[config.mk]
export PLATFORM = sky130hd
export DESIGN_NAME = ordenador_secuencial
export DESIGN_NICKNAME = d
export VERILOG_FILES = /design/src/rtl/ord_pkg.sv /design/src/rtl/cmp3_unit.sv /design/src/rtl/ordenador_secuencial.sv
export SDC_FILE = /design/constraint.sdc
export NUM_CORES = 1
export LEC_CHECK = 0
export BUFFER_PORTS_ARGS = -buffer_cell sky130_fd_sc_hd__buf_2
export CORE_UTILIZATION = 43
export DETAILED_ROUTE_END_ITERATION = 8
export MAX_ROUTING_LAYER = met4
export PLACE_DENSITY = 0.59
export SLEW_MARGIN = 40
export SYNTH_ARGS = -nofsm -noshare
export SYNTH_HDL_FRONTEND = slang
export SYNTH_HIERARCHICAL = 1
export SYNTH_SLANG_ARGS = --single-unit
[constraint.sdc]
create_clock -name clk -period 5.3 [get_ports clk]
set_clock_uncertainty 0.05 [all_clocks]
set_input_delay 0.795 -clock clk [delete_from_list [all_inputs] [get_ports clk]]
set_output_delay 0.795 -clock clk [all_outputs]
set_load 0.01 [all_outputs]
[src/rtl/ord_pkg.sv]
// Shared encodings for the sequential sort controller: FSM states and
// the 3-bit comparator result codes.
package ord_pkg;

  typedef enum logic [1:0] {
    ST_LOAD  = 2'd0,
    ST_SORT  = 2'd1,
    ST_DRAIN = 2'd2
  } ord_state_t;

  localparam logic [2:0] CMP_GT = 3'b100;
  localparam logic [2:0] CMP_EQ = 3'b000;
  localparam logic [2:0] CMP_LT = 3'b001;

endpackage

[src/rtl/cmp3_unit.sv]
// Combinational magnitude comparator returning a one-of-three code.
// One instance is time-shared by the sort controller.
module cmp3_unit
  import ord_pkg::*;
#(
  parameter int W = 3
) (
  input  logic [W-1:0] a,
  input  logic [W-1:0] b,
  output logic [2:0]   code
);

  // Greater-than takes priority; equality falls through to CMP_EQ so the
  // sorter never swaps equal elements.
  always_comb begin
    code = CMP_LT;
    if (a > b)       code = CMP_GT;
    else if (a == b) code = CMP_EQ;
  end

endmodule

[src/rtl/ordenador_secuencial.sv]
// Sequential bubble-sort controller: loads N elements over a valid/ready
// stream, sorts them with a single shared comparator (one compare per
// cycle, early exit on a swap-free pass), then drains them ascending.
// Optional swap counter port enabled by defining ORD_SWAP_COUNT_EN.
module ordenador_secuencial
  import ord_pkg::*;
#(
  parameter int N = 4,
  parameter int W = 3
) (
  input  logic         clk,
  input  logic         rst,
  input  logic         in_valid,
  output logic         in_ready,
  input  logic [W-1:0] in_data,
  output logic         out_valid,
  input  logic         out_ready,
  output logic [W-1:0] out_data,
  output logic         busy
`ifdef ORD_SWAP_COUNT_EN
  ,
  output logic [7:0]   swap_count
`endif
);

  localparam int AW = (N > 1) ? $clog2(N) : 1;
  localparam int IW = AW + 1;

  ord_state_t     state;
  logic [W-1:0]   mem [N];
  logic [IW-1:0]  load_idx;
  logic [IW-1:0]  pass;
  logic [IW-1:0]  idx;
  logic [IW-1:0]  k;
  logic           swapped;

  logic [W-1:0]   cmp_a;
  logic [W-1:0]   cmp_b;
  logic [2:0]     code;
  logic           gt;
  logic           swapped_now;
  logic           last_cmp;

  assign cmp_a       = mem[AW'(idx)];
  assign cmp_b       = mem[AW'(idx + 1'b1)];
  assign gt          = (code == CMP_GT);
  assign swapped_now = swapped | gt;
  assign last_cmp    = (idx == IW'(N - 2) - pass);

  cmp3_unit #(.W(W)) u_cmp (
    .a    (cmp_a),
    .b    (cmp_b),
    .code (code)
  );

`ifdef ORD_SWAP_COUNT_EN
  // Swaps in the current/last sort; cleared by the first accept of a burst.
  always_ff @(posedge clk) begin
    if (rst) begin
      swap_count <= '0;
    end else if (state == ST_LOAD && in_valid && in_ready && load_idx == '0) begin
      swap_count <= '0;
    end else if (state == ST_SORT && gt && swap_count != 8'hFF) begin
      swap_count <= swap_count + 8'd1;
    end
  end
`endif

  // Main FSM with registered handshake outputs; in_ready is registered so it
  // is already low in the cycle of the last drain handshake.
  always_ff @(posedge clk) begin
    if (rst) begin
      state     <= ST_LOAD;
      load_idx  <= '0;
      pass      <= '0;
      idx       <= '0;
      k         <= '0;
      swapped   <= 1'b0;
      in_ready  <= 1'b0;
      out_valid <= 1'b0;
      out_data  <= '0;
      busy      <= 1'b0;
      for (int j = 0; j < N; j++) mem[j] <= '0;
    end else begin
      case (state)
        ST_LOAD: begin
          in_ready <= 1'b1;
          if (in_valid && in_ready) begin
            mem[AW'(load_idx)] <= in_data;
            if (load_idx == IW'(N - 1)) begin
              state    <= ST_SORT;
              load_idx <= '0;
              pass     <= '0;
              idx      <= '0;
              swapped  <= 1'b0;
              in_ready <= 1'b0;
              busy     <= 1'b1;
            end else begin
              load_idx <= load_idx + 1'b1;
            end
          end
        end
        ST_SORT: begin
          if (gt) begin
            mem[AW'(idx)]        <= cmp_b;
            mem[AW'(idx + 1'b1)] <= cmp_a;
          end
          if (last_cmp) begin
            if (!swapped_now || pass == IW'(N - 2)) begin
              state     <= ST_DRAIN;
              k         <= '0;
              out_valid <= 1'b1;
              // Element 0 may be rewritten by this very compare.
              out_data  <= (idx == '0 && gt) ? cmp_b : mem[0];
            end else begin
              pass    <= pass + 1'b1;
              idx     <= '0;
              swapped <= 1'b0;
            end
          end else begin
            idx     <= idx + 1'b1;
            swapped <= swapped_now;
          end
        end
        ST_DRAIN: begin
          if (out_ready) begin
            if (k == IW'(N - 1)) begin
              state     <= ST_LOAD;
              k         <= '0;
              out_valid <= 1'b0;
              busy      <= 1'b0;
              in_ready  <= 1'b1;
            end else begin
              k        <= k + 1'b1;
              out_data <= mem[AW'(k + 1'b1)];
            end
          end
        end
        default: state <= ST_LOAD;
      endcase
    end
  end

endmodule

* Word-level counts from Yosys, hierarchy flattened
Memory sizes are Yosys's and may differ from the RTL's. A register that Yosys moved wholly into a read port is not among the register bits.
Cells that the tools add are included.
** Storage, ports and cells
- RAM bits :: 12
- Word-level logic and storage cells :: 124
- Bits in registers :: 21
- Memories :: 1
** Memories
- mem :: depth 4, bits a word 3, read ports 4, clocked after Yosys merged registers in 1, write ports 4, line ordenador_secuencial.sv:30 : logic [W-1:0] mem [N];
** Operators by class
- Bitwise logic cells :: 1
- $add $sub $neg :: 5
- Reductions and logical operators :: 21
- Equal/unequal tests :: 17
- Order comparisons :: 1
- Muxes and demuxes :: 68
** Operator list (number)
- two-way mux 3 bit :: 20
- two-way mux 1 bit :: 28
- one-hot mux 3 bit (2 select lines) :: 4
- two-way mux 2 bit :: 11
- AND reduction 5 bit :: 4
- != test 2 bit (second input constant) :: 8
- adder 3 x 1 -> 3 bit (second input constant) :: 4
- equality test 3 x 2 -> 1 bit (second input constant) :: 3
- OR reduction 3 bit :: 3
- one-hot mux 1 bit (2 select lines) :: 4
- AND reduction 4 bit :: 2
- equality test 3 bit :: 2
- one-hot mux 2 bit (3 select lines) :: 1
- AND reduction 6 bit :: 1
- nonzero test 2 bit :: 3
- equality test 3 bit (second input constant) :: 1
- greater-than comparator 3 bit :: 1
- zero test 3 bit :: 1
- != test 3 bit (second input constant) :: 1
- AND reduction 3 bit :: 1
- subtractor 2 x 3 -> 3 bit (first input constant) :: 1
- equality test 2 x 1 -> 1 bit (second input constant) :: 1
- equality test 2 bit (second input constant) :: 1
- logical AND 1 bit :: 2
- other kinds (5) :: 5

* Depth between registers and ports, before layout
An unclocked memory read counts as a cell.
- Depth in word-level cells :: 14
- Mapped depth :: 15
- Depth with buffers taken out :: 13

* Modules after synthesis
The synthesis kept the hierarchy.
** By module, submodules not included
- ordenador_secuencial :: times used 1, area an instance 2188.3 µm², cells an instance 222
- cmp3_unit :: times used 1, area an instance 106.4 µm², cells an instance 15

* Worst setup path before layout
No wires, ideal clock.
- Path type :: register -> register
- Start point :: register idx[1]
- End point :: memory mem[1][0] (enable)
- Cell stages (with the launch flop) :: 14
- Period minus slack after synthesis :: 3.723 ns
- Path slack :: 1.577 ns
- Buffers on the path :: 3
- Data arrival time :: 3.373 ns
- Required time :: 4.949 ns
- Library setup time :: 0.301 ns
- Path through :: dfxtp_1 > clkbuf_1 > inv_1 > ha_1 > mux4_2 > ha_1 > nand2b_1 > a21o_1 > a21oi_2 > nor3b_2 > nor3b_1 > buf_2 > buf_2 > a211o_1
** RTL lines
- start, declared :: line ordenador_secuencial.sv:33 : logic [IW-1:0] idx;
- start signal, assigned :: line ordenador_secuencial.sv:121 : idx <= idx + 1'b1;
- end, declared :: line ordenador_secuencial.sv:30

==> flow_metrics.env <==
export IMPL_synthMuxAreaShare=0.0900
export IMPL_synth_area_leaders="dfxtp_1 (20%), edfxtp_1 (16%), ha_1 (6.5%)"
export IMPL_crit_fanout=14
export IMPL_peakVddDrop_mv=0.0896
export IMPL_grt_first_pass_wirelength_mm=8.89
export IMPL_synth_compound_area_frac=0.227
export IMPL_worst_r2r_cell_count=12
export IMPL_synth_cells=237
export IMPL_finalWorstSetupSlack_ns=0.898
export IMPL_period_share=0.831
export IMPL_dpl_hpwl_mm=4.00
export IMPL_setup_tns_ns=0
export IMPL_synth_seq_area_share=0.358
export IMPL_core_area_um2=5110
export IMPL_initial_core_util=0.449
export IMPL_drv_cap=0
export IMPL_yosys_most_used_dff="dfxtp_1"
export IMPL_clkTransAtPathRegs_ns=0.07
export IMPL_synth_adder_area_share=0.0654
export IMPL_syn2layout_area_growth_pct=8.56
export IMPL_io_buffers=12
export IMPL_period_minus_slack_ns=4.40
export IMPL_cts_resized_gates=0
export IMPL_syn_mean_instance_area_um2=9.68
export IMPL_slew_violations=0
export IMPL_synth_edf_count=12
export IMPL_synth_top_cell_by_area="dfxtp_1"
export IMPL_detail_route_vias_per_cell=6.05
export IMPL_die_area_um2=5630
export IMPL_cts_buffers_inserted=5
export IMPL_p_per_area_nw_per_um2=216
export IMPL_cts_tree="yes"
export IMPL_totalWireLength_mm=5.38
export IMPL_hp_class="flip-flop to flip-flop"
export IMPL_grt_overflow=0
export IMPL_place_area_um2=2400
export IMPL_synth_most_common_cell="dfxtp_1"
export IMPL_critical_path_endpoint_type="flip-flop"
export IMPL_dp_slack_ns=0.945
export IMPL_crit_required_ns=5.20
export IMPL_route_detailed_drc=0
export IMPL_critPathArrivalTime_ns=4.30
export IMPL_root_buffer="clkbuf_8"
export IMPL_pwr_share_seq=0.539
export IMPL_run_status="completed"
export IMPL_yosysTopAreaCellShare=0.201
export IMPL_detail_route_first_pass_iterations=5
export IMPL_diodes=0
export IMPL_synth_common_cells="dfxtp_1 (23), a21oi_1 (19), nor2_1 (17), o21ai_0 (14)"
export IMPL_syn_nets=256
export IMPL_worstMarginPinSlew_ns=0.833
export IMPL_finalSetupViolations=0
export IMPL_synth_xor_area_frac=0.0185
export IMPL_cts_hold_buf=0
export IMPL_combPwrFrac=0.086
export IMPL_rows=26
export IMPL_p_sw_uw=132
export IMPL_post_cts_setup_buffer_count=0
export IMPL_die_x_um=75.1
export IMPL_synth_top_family_by_area="compound AO/OA/AOI/OAI gates"
export IMPL_yosys_warnings=6
export IMPL_hold_depth=2
export IMPL_max_freq_mhz=227
export IMPL_rsz0062_at_grt="no"
export IMPL_nFillCells=493
export IMPL_fin_area_um2=2490
export IMPL_synth_area_um2=2290
export IMPL_path_class="flip-flop to flip-flop"
export IMPL_vias=1911
export IMPL_async_flop_share=0
export IMPL_ios=13
export IMPL_wl_per_cell_um=17.0
export IMPL_power_internal_uw=407
export IMPL_p_total_uw=539
export IMPL_drive_gt1_frac=0.159
export IMPL_place_congestion=0.945
export IMPL_track_usage=0.219
export IMPL_final_nets=264
export IMPL_postRouteAntennaNets=0
export IMPL_relSlewSlack=0.442
export IMPL_start_kind="flip-flop"
export IMPL_drtIter0Drc=130
export IMPL_power_leakage_nw=0.912
export IMPL_clockBufferDepth=2
export IMPL_cts_htree_levels=2
export IMPL_synthSimpleGateAreaFrac=0.201
export IMPL_clkSinkCount=35
export IMPL_antenna_found_initial=0
export IMPL_switching_share=0.244
export IMPL_die_h_um=75.1
export IMPL_grt_max_degree=33
export IMPL_final_hold_violation_count=0
export IMPL_clk_latency_ns=0.29
export IMPL_synth_distinct_cells=58
export IMPL_pwr_share_clk=0.375
export IMPL_grt_pass1_vias=1762
export IMPL_ys_ff_latch=35
## worst paths after layout
kind / slack [ns] / to / startpoint
worst max-delay path: 0.90 / mem[3][0] / idx[0]
worst min-delay path: 0.41 / k[1] / k[1]
worst max register to register: 0.90 / mem[3][0] / idx[0]
worst min register to register: 0.41 / k[1] / k[1]
## power groups by stage
stage	logic, mW	clock network, mW	registers (mW)
2_1_floorplan	0.0342	0	0.293
3_3_place_gp	0.0461	0	0.297
3_5_place_dp	0.0461	0	0.296
4_1_cts	0.0461	0.205	0.290
5_1_grt	0.0507	0.217	0.291
6_report	0.0466	0.202	0.290
## layout make-up
cell class / instances / area (um^2) / share of cell area
Multi-Input combinational cell: 181 / 1390 / 0.558
Sequential cell: 35 / 821 / 0.329
Tap cell: 70 / 87.6 / 0.0352
Clock buffer: 7 / 86.3 / 0.0347
Timing Repair Buffer: 13 / 67.6 / 0.0271
Inverter: 9 / 33.8 / 0.0136
Clock inverter: 1 / 5.00 / 0.00201
## layout by cell type, fill, tap and decap left out, types with 9 or more instances in the layout
cell	synthesis	routed
o21ai_0	14	14
dfxtp_1	23	23
ha_1	12	12
a21oi_1	19	19
nand2_1	11	11
buf_2	4	12
nor2_1	17	17
nand2b_1	10	10
inv_1	9	9
edfxtp_1	12	12
## per-layer routing
| layer | part of all wire | track usage |
|---|---|---|
| met2 | 0.45 | 0.332 |
| met3 | 0.051 | 0.0482 |
| met4 | 0.020 | 0.0671 |
| met5 | 0 | - |
| met1 | 0.48 | 0.291 |
## cells by family after synthesis
group | Yosys count
and+or+nand+nor | 78
AOI/OAI and AO/OA | 74
DFF | 35
buffers and inverters | 21
muxes | 13
adders and majority gates | 12
xor gates and xnor gates | 3
other | 1
## through the flow
step / utilization / hold WS (ns) / cells
6_report: 0.488 / 0.414 / 316
5_1_grt: 0.488 / 0.443 / 316
4_1_cts: 0.488 / 0.415 / 316
3_5_place_dp: 0.470 / 0.406 / 308
3_3_place_gp: 0.470 / 0.397 / 308
2_1_floorplan: - / 0.381 / 237
## critical path, stage by stage (launching register included)
cell and delay, ns:
dfxtp_1 0.59, inv_1 0.15, ha_1 0.42, mux4_2 0.59, inv_1 0.08, ha_1 0.15
nor2b_1 0.14, o21ai_1 0.07, a32oi_1 0.14, nor3b_2 0.34, nor3b_2 0.75, nand2_1 0.33
o21ai_0 0.26
## sequential cells by signal, indices dropped and copies added, names as in the netlist, named ones only
name,cells
mem,12
state,2
busy,1
k,3
out_data,3
in_ready,1
out_valid,1
swapped,1
pass,3
idx,3
load_idx,3
No activity file was read; power rests on OpenSTA's default activity.
